<file path="src/rtl/id_ex_stage.sv">
// ID/EX pipeline register with operand forwarding and load-use hazard detection.
// Feeds ALU operands directly and passes memory/writeback controls on to EX/MEM.
module id_ex_stage (
   input  logic        clk,
   input  logic        rst_n,
   input  logic        id_valid,
   input  logic [31:0] id_pc,
   input  logic [31:0] id_rs_data,
   input  logic [31:0] id_rt_data,
   input  logic [31:0] id_imm,
   input  logic [4:0]  id_shamt,
   input  logic [4:0]  id_rs,
   input  logic [4:0]  id_rt,
   input  logic [4:0]  id_rd,
   input  logic [3:0]  id_aluctr,
   input  logic        id_alusrc,
   input  logic        id_uses_rt,
   input  logic        id_regwrite,
   input  logic        id_memread,
   input  logic        id_memwrite,
   input  logic        id_memtoreg,
   input  logic        flush,
   input  logic        mem_regwrite,
   input  logic [4:0]  mem_rd,
   input  logic [31:0] mem_result,
   input  logic        wb_regwrite,
   input  logic [4:0]  wb_rd,
   input  logic [31:0] wb_data,
   output logic        stall,
   output logic [31:0] in1,
   output logic [31:0] in2,
   output logic [4:0]  shf,
   output logic [31:0] out_pc,
   output logic [3:0]  aluctr,
   output logic [31:0] ex_store_data,
   output logic [4:0]  ex_rd,
   output logic        ex_valid,
   output logic        ex_regwrite,
   output logic        ex_memread,
   output logic        ex_memwrite,
   output logic        ex_memtoreg
);

   logic        valid_q;
   logic [31:0] pc_q;
   logic [31:0] rs_data_q;
   logic [31:0] rt_data_q;
   logic [31:0] imm_q;
   logic [4:0]  shamt_q;
   logic [4:0]  rs_q;
   logic [4:0]  rt_q;
   logic [4:0]  rd_q;
   logic [3:0]  aluctr_q;
   logic        alusrc_q;
   logic        regwrite_q;
   logic        memread_q;
   logic        memwrite_q;
   logic        memtoreg_q;

   logic [31:0] fwd_rs;
   logic [31:0] fwd_rt;
   logic        rt_hit;

   // A load in EX whose target an ID source reads cannot be forwarded in time.
   assign rt_hit = (rt_q == id_rs) | (id_uses_rt & (rt_q == id_rt));
   assign stall  = valid_q & memread_q & (rt_q != 5'd0) & id_valid & ~flush & rt_hit;

   always_ff @(posedge clk or negedge rst_n) begin
      if (!rst_n) begin
         valid_q    <= 1'b0;
         pc_q       <= '0;
         rs_data_q  <= '0;
         rt_data_q  <= '0;
         imm_q      <= '0;
         shamt_q    <= '0;
         rs_q       <= '0;
         rt_q       <= '0;
         rd_q       <= '0;
         aluctr_q   <= '0;
         alusrc_q   <= 1'b0;
         regwrite_q <= 1'b0;
         memread_q  <= 1'b0;
         memwrite_q <= 1'b0;
         memtoreg_q <= 1'b0;
      end else if (flush | stall) begin
         // Bubble: only valid and controls matter, data fields simply hold.
         valid_q    <= 1'b0;
         regwrite_q <= 1'b0;
         memread_q  <= 1'b0;
         memwrite_q <= 1'b0;
         memtoreg_q <= 1'b0;
      end else begin
         valid_q    <= id_valid;
         pc_q       <= id_pc;
         rs_data_q  <= id_rs_data;
         rt_data_q  <= id_rt_data;
         imm_q      <= id_imm;
         shamt_q    <= id_shamt;
         rs_q       <= id_rs;
         rt_q       <= id_rt;
         rd_q       <= id_rd;
         aluctr_q   <= id_aluctr;
         alusrc_q   <= id_alusrc;
         regwrite_q <= id_regwrite & id_valid;
         memread_q  <= id_memread  & id_valid;
         memwrite_q <= id_memwrite & id_valid;
         memtoreg_q <= id_memtoreg & id_valid;
      end
   end

   // Later assignment wins, so EX/MEM takes priority over MEM/WB.
   always_comb begin
      fwd_rs = rs_data_q;
      if (wb_regwrite && (wb_rd != 5'd0) && (wb_rd == rs_q))
         fwd_rs = wb_data;
      if (mem_regwrite && (mem_rd != 5'd0) && (mem_rd == rs_q))
         fwd_rs = mem_result;
   end

   always_comb begin
      fwd_rt = rt_data_q;
      if (wb_regwrite && (wb_rd != 5'd0) && (wb_rd == rt_q))
         fwd_rt = wb_data;
      if (mem_regwrite && (mem_rd != 5'd0) && (mem_rd == rt_q))
         fwd_rt = mem_result;
   end

   assign in1           = fwd_rs;
   assign in2           = alusrc_q ? imm_q : fwd_rt;
   assign ex_store_data = fwd_rt;
   assign shf           = shamt_q;
   assign out_pc        = pc_q;
   assign aluctr        = aluctr_q;
   assign ex_rd         = rd_q;
   assign ex_valid      = valid_q;
   assign ex_regwrite   = regwrite_q;
   assign ex_memread    = memread_q;
   assign ex_memwrite   = memwrite_q;
   assign ex_memtoreg   = memtoreg_q;

endmodule

</file>
<file path="config.mk">
export PLATFORM = sky130hd
export DESIGN_NAME = id_ex_stage
export DESIGN_NICKNAME = d
export VERILOG_FILES = /design/src/rtl/id_ex_stage.sv
export SDC_FILE = /design/constraint.sdc
export NUM_CORES = 1
export LEC_CHECK = 0
export CORE_MARGIN = 8
export CORE_UTILIZATION = 41
export CTS_CLUSTER_DIAMETER = 60
export DETAILED_ROUTE_END_ITERATION = 10
export GPL_TIMING_DRIVEN = 0
export HOLD_SLACK_MARGIN = 0.05
export PLACE_DENSITY = 0.83
export SETUP_SLACK_MARGIN = 0.4
export SKIP_CTS_REPAIR_TIMING = 1
export SYNTH_ARGS = -nofsm -noshare
export SYNTH_HDL_FRONTEND = slang
export SYNTH_SLANG_ARGS = --single-unit
</file>
<file path="constraint.sdc">
create_clock -name clk -period 2.9 [get_ports clk]
set_input_delay 0.435 -clock clk [delete_from_list [all_inputs] [get_ports clk]]
set_output_delay 0.435 -clock clk [all_outputs]
set_load 0.02 [all_outputs]
</file>
* Yosys cells after proc, flatten, opt, wreduce, memory -nomap -nowiden
Index checks and enable logic that the tools add are counted.
** Cells by class
- Shift-type cells :: 0
- Equal/unequal tests :: 6
- Div/mod/pow operators :: 0
- Multipliers :: 0
- Bitwise logic cells :: 13
- Muxes and demuxes :: 10
- Reductions and logical operators :: 9
- Magnitude comparators :: 0
- $add $sub $neg :: 0
** Operator list (count)
- two-way mux 32 bit :: 5
- equality test 5 bit :: 6
- nonzero test 5 bit :: 3
- bitwise AND 1 bit :: 10
- logical AND 1 bit :: 6
- two-way mux 1 bit :: 5
- OR 1 bit :: 2
- NOT 1 bit :: 1
** Storage, ports and cells
- Bits in read-only memories :: 0
- Memories :: 0
- Flip-flop bits (word level) :: 158
- RAM bits :: 0
- Bits of input ports :: 238
- Bits in latches :: 0
- Word-level logic and storage cells :: 53

* Longest topological paths before layout
- Word-level depth :: 7
- Mapped depth :: 8
- Mapped depth without buffers :: 5

* Least setup slack after synthesis
No wires, ideal clock.
- Kind :: input to output
- Start point :: input port mem_rd[1]
- End point :: output port in2[30]
- Arrival time :: 2.266 ns
- Required time :: 2.465 ns
- Stages on the path :: 6
- Path slack :: 0.199 ns
- Path through :: or4_1 o211ai_2 clkbuf_1 nor3_1 a31oi_1 mux2_1
** Between the ends
- Longest elaborated chain between the ends :: 5
- Elaborated cells between the ends (all ways) :: 6
** Ends and longest elaborated chain
- start, declared :: line 24 : input logic [4:0] mem_rd,
- nonzero test 5 bit :: line 124 : if (mem_regwrite && (mem_rd != 5'd0) && (mem_rd == rt_q))
- logical AND 1 bit :: line 124
- logical AND 1 bit * :: line 124
- two-way mux 32 bit * :: line 124
- net ex_store_data[30] :: line 35 : output logic [31:0] ex_store_data,
- two-way mux 32 bit * :: line 129 : assign in2 = alusrc_q ? imm_q : fwd_rt;
- end, declared :: line 31 : output logic [31:0] in2,
Mark *: on every way through the listed nets, which the timed path passes. The rest lies on a longest branch.

* Worst setup path after layout
- Start point :: register rt_q[2]
- End point :: output port in2[21]
** Between the ends
- Longest elaborated chain between the ends :: 5
- Elaborated cells between the ends (all ways) :: 7
** Ends and longest elaborated chain
- start, declared :: line 51 : logic [4:0] rt_q;
- start signal, assigned :: line 100 : rt_q <= id_rt;
- equality test 5 bit :: line 122 : if (wb_regwrite && (wb_rd != 5'd0) && (wb_rd == rt_q))
- logical AND 1 bit :: line 122
- two-way mux 32 bit :: line 122
- two-way mux 32 bit * :: line 124
- two-way mux 32 bit * :: line 129
Mark *: on every way between the ends. The rest lies on a longest branch, timed or not.

==> out/results.tsv <==
stage	metric	value	unit
clocking	CTS tree	done	
route	Residual DRC	0	
run	maxcap violations	0	
synth	synthesized flop and latch total	158	
cells_and_area	Layout area overhead	83.0	%
setup_path	slowest library cell on the worst path	or3_4	
floorplan	core box area	0.0200	sq mm
floorplan	Die Ht	158	microns
setup_path	crit path launch type	flip-flop	
timing	Hold Worst Slack	0.490	ns
cells_and_area	final net count	1393	
setup_path	critical path cell sequence	buf_6 -> xnor2_2 -> nand4_1 -> buf_6 -> buf_6 -> buf_6 -> or3_4 -> a31oi_4 -> mux2_4 -> buf_6	
clocking	Worst-path clk slew	0.07	ns
clocking	TritonCTS Buffers	17	
synth	largest family of logic cells by synthesized area	multiplexers	
timing	skew final	0.0112	ns
route	vias per inst	5.37	
placed_design	Port Buffers	385	
min_path	Hold Path Cell Cnt	1	
setup_path	most used cell, CP	buf_6	
cells_and_area	ANT cells	0	
timing	worst-margin pin slew	0.644	ns
synth	async set-reset flop share out of synthesis	1.00	
clocking	Clock Latency Late Sink	0.43	ns
setup_path	Reg2Reg Depth	9	
floorplan	Initial Util	0.413	
synth	Avg Cell Area, Syn	11.5	sq um
synth	Synth Net Count	957	
timing	relative slew slack	0.570	
floorplan	die area	0.0250	sq mm
grt	Total GRT Usage	0.257	
min_path	worst min path class	reg -> reg	
cells_and_area	share of layout cells above drive strength 1	0.491	
timing	final worst slack	-0.0580	ns
synth	Synth Area in Compound Gates	0.0784	
cells_and_area	most common cell after layout, fill and taps aside	clkdlybuf4s50_1	
grt	vias in the first global route	8304	
cells_and_area	Reg area	0.00395	sq mm
timing	Final Hold Vio Count	0	
synth	synthesized cell area	0.00828	sq mm
floorplan	row count	52	
floorplan	Die X	158	microns
placed_design	dpl ws	-1.12	ns
setup_path	WS Path Type	reg -> out	
route	initial drt markers	365	
cells_and_area	commonest non-fill, non-tap cells in the layout	clkdlybuf4s50_1 (277), dfrtp_1 (158), mux2_2 (136), buf_6 (92), buf_4 (39)	
route	Post-DRT Antenna Nets	0	
setup_path	Setup crit end kind	primary output	
run_status	status	finished, violations left	
power_and_ir_drop	Power Dens Cells	492	mW/mm^2
clocking	Root Buffer	clkbuf_16	
cells_and_area	area occupied by multi-input gates	0.00534	sq mm
synth	yosys warns	0	
floorplan	num ports	386	
synth	Post-Synth Simple-Gate Area	0.0787	
timing	RSZ-0062 raised after global routing	true	
run_status	violated checks	negative setup slack	
setup_path	Arr. time, crit path	2.52	ns
timing	crit share post-route	1.02	
synth	post-synthesis adder-cell area fraction	0	
grt	largest net degree at the start of global routing	82	
synth	xor and xnor fraction of the mapped netlist area	0.0317	
synth	Primary FF master, synth	dfrtp_1	
setup_path	crit-path max FO	10	
synth	Synth Instances	719	
clocking	CTS Buffer Depth	2	
cells_and_area	Fillers	1305	
placed_design	Detailed Place HPWL	25100	microns
clocking	CTS H-tree depth	4	
placed_design	RD Place Congestion	0.869	
grt	GR Overflow Total	0	
timing	Fmax	338	MHz
route	First-pass DRT Iterations	4	
route	Total Wirelength	35600	microns
timing	Max Slew Vio Count	0	
grt	wire length of the first global-routing pass	47800	microns
synth	Seq/Total Area, Yosys	0.478	
route	via count	7728	
route	mean routed wirelength per cell	24.7	microns
setup_path	Crit path largest cell delay	0.39	ns
power_and_ir_drop	Static Leakage	6.18	nW
power_and_ir_drop	Peak VDD IR	0.419	mV
timing	crit path time final	2.96	ns
synth	mux share of post-synthesis cell area	0.286	
timing	# setup viols final	27	
clocking	Num Clock Sinks	158	
setup_path	Req. time, crit path	2.47	ns
grt	antenna violations before repair	0	
synth	post-synth cell types	36	
synth	number of synthesized flops with an enable pin	0	
## kinds of logic after synthesis
logic type / count (synthesis)
multiplexers: 214
flip-flops: 158
AND/OR/NAND/NOR: 128
AO/OA/AOI/OAI: 103
buffers and inverters: 86
XOR/XNOR: 30
## Yosys cell counts (2+ instances only)
library cell  number  area [sq um]
o21ai_0           19          95.1
xor2_1             4          35.0
dfrtp_1          158          3950
buf_6              2          22.5
o31ai_1            3          22.5
nor2_1            42           158
nor3_1            30           150
buf_4              4          30.0
buf_1              7          26.3
a31oi_1           20           125
nand4_1            4          25.0
and3_1             3          18.8
and2_1             5          31.3
o211ai_2           2          25.0
o21ai_1           11          55.1
nand3_1            3          15.0
mux2i_1           32           320
a221oi_1           3          26.3
clkbuf_1          14          52.6
a21oi_1           33           165
inv_1             29           109
mux2_2           164          1850
nand2_1            5          18.8
xnor2_1           26           228
or4_1              3          22.5
mux2_1            18           203
a31oi_2            9           113
or3_1             29           181
buf_2             30           150
## layout make-up
| type | count | area share |
|---|---|---|
| Tap cell | 270 | 0.0223 |
| Clock buffer | 17 | 0.0281 |
| Buffer | 56 | 0.0356 |
| Sequential cell | 158 | 0.261 |
| Clock inverter | 15 | 0.0112 |
| Multi-Input combinational cell | 475 | 0.353 |
| Timing Repair Buffer | 418 | 0.282 |
| Inverter | 29 | 0.00719 |
## where the power goes
group / total (W) / switching, W / internal (W)
Clock: 0.00230 / 0.00107 / 0.00123
Sequential: 0.00257 / 0.000149 / 0.00242
Combinational: 0.00259 / 0.00121 / 0.00138
## critical path, delay by kind of cell, from the launching register on
kind | cells | cell delay [ns]
muxes | 1 | 0.19
buffers and inverters | 5 | 0.67
xor gates and xnor gates | 1 | 0.13
AOI/OAI and AO/OA | 1 | 0.20
DFF | 1 | 0.37
and+or+nand+nor | 2 | 0.52
## sequential cells by signal (all words and copies together) (netlist names), 4 cells and up
register	flops
out_pc	32
imm_q	32
rt_q	5
rs_data_q	32
rs_q	5
rt_data_q	32
aluctr	4
ex_rd	5
shf	5
## routing by layer
layer | track usage | routed length [microns] | vias to the layer above
met5 | 0 | 0 | -
met2 | 0.441 | 18000 | 343
met4 | 0.104 | 1000 | 0
met1 | 0.281 | 13200 | 3869
met3 | 0.0975 | 3340 | 61
li1 | - | - | 3455
## metrics by stage
step	total power (W)	instances	setup TNS (ns)	utilization	area (sq um)
2_1_floorplan	0.00370	719	0	-	8820
3_3_place_gp	0.00483	1374	-958.54	0.649	13000
4_1_cts	0.00717	1407	-89.89	0.681	13600
6_report	0.00746	1438	-0.659	0.756	15100
3_5_place_dp	0.00487	1375	-101.23	0.651	13000
5_1_grt	0.00776	1438	-6.89	0.756	15100
## final timing paths
check | endpoint | from | slack, ns
setup / recovery | in2[21] | rt_q[2] | -0.06
hold / removal | rt_data_q[5] | rt_data_q[5] | 0.49
setup reg to reg | rs_data_q[7] | rt_q[1] | 0.49
hold reg to reg | rt_data_q[5] | rt_data_q[5] | 0.49
max in group asynchronous | rs_data_q[30] | rst_n | 1.48
min in group asynchronous | imm_q[5] | rst_n | 0.57
Power figures use the tool's default switching activity.
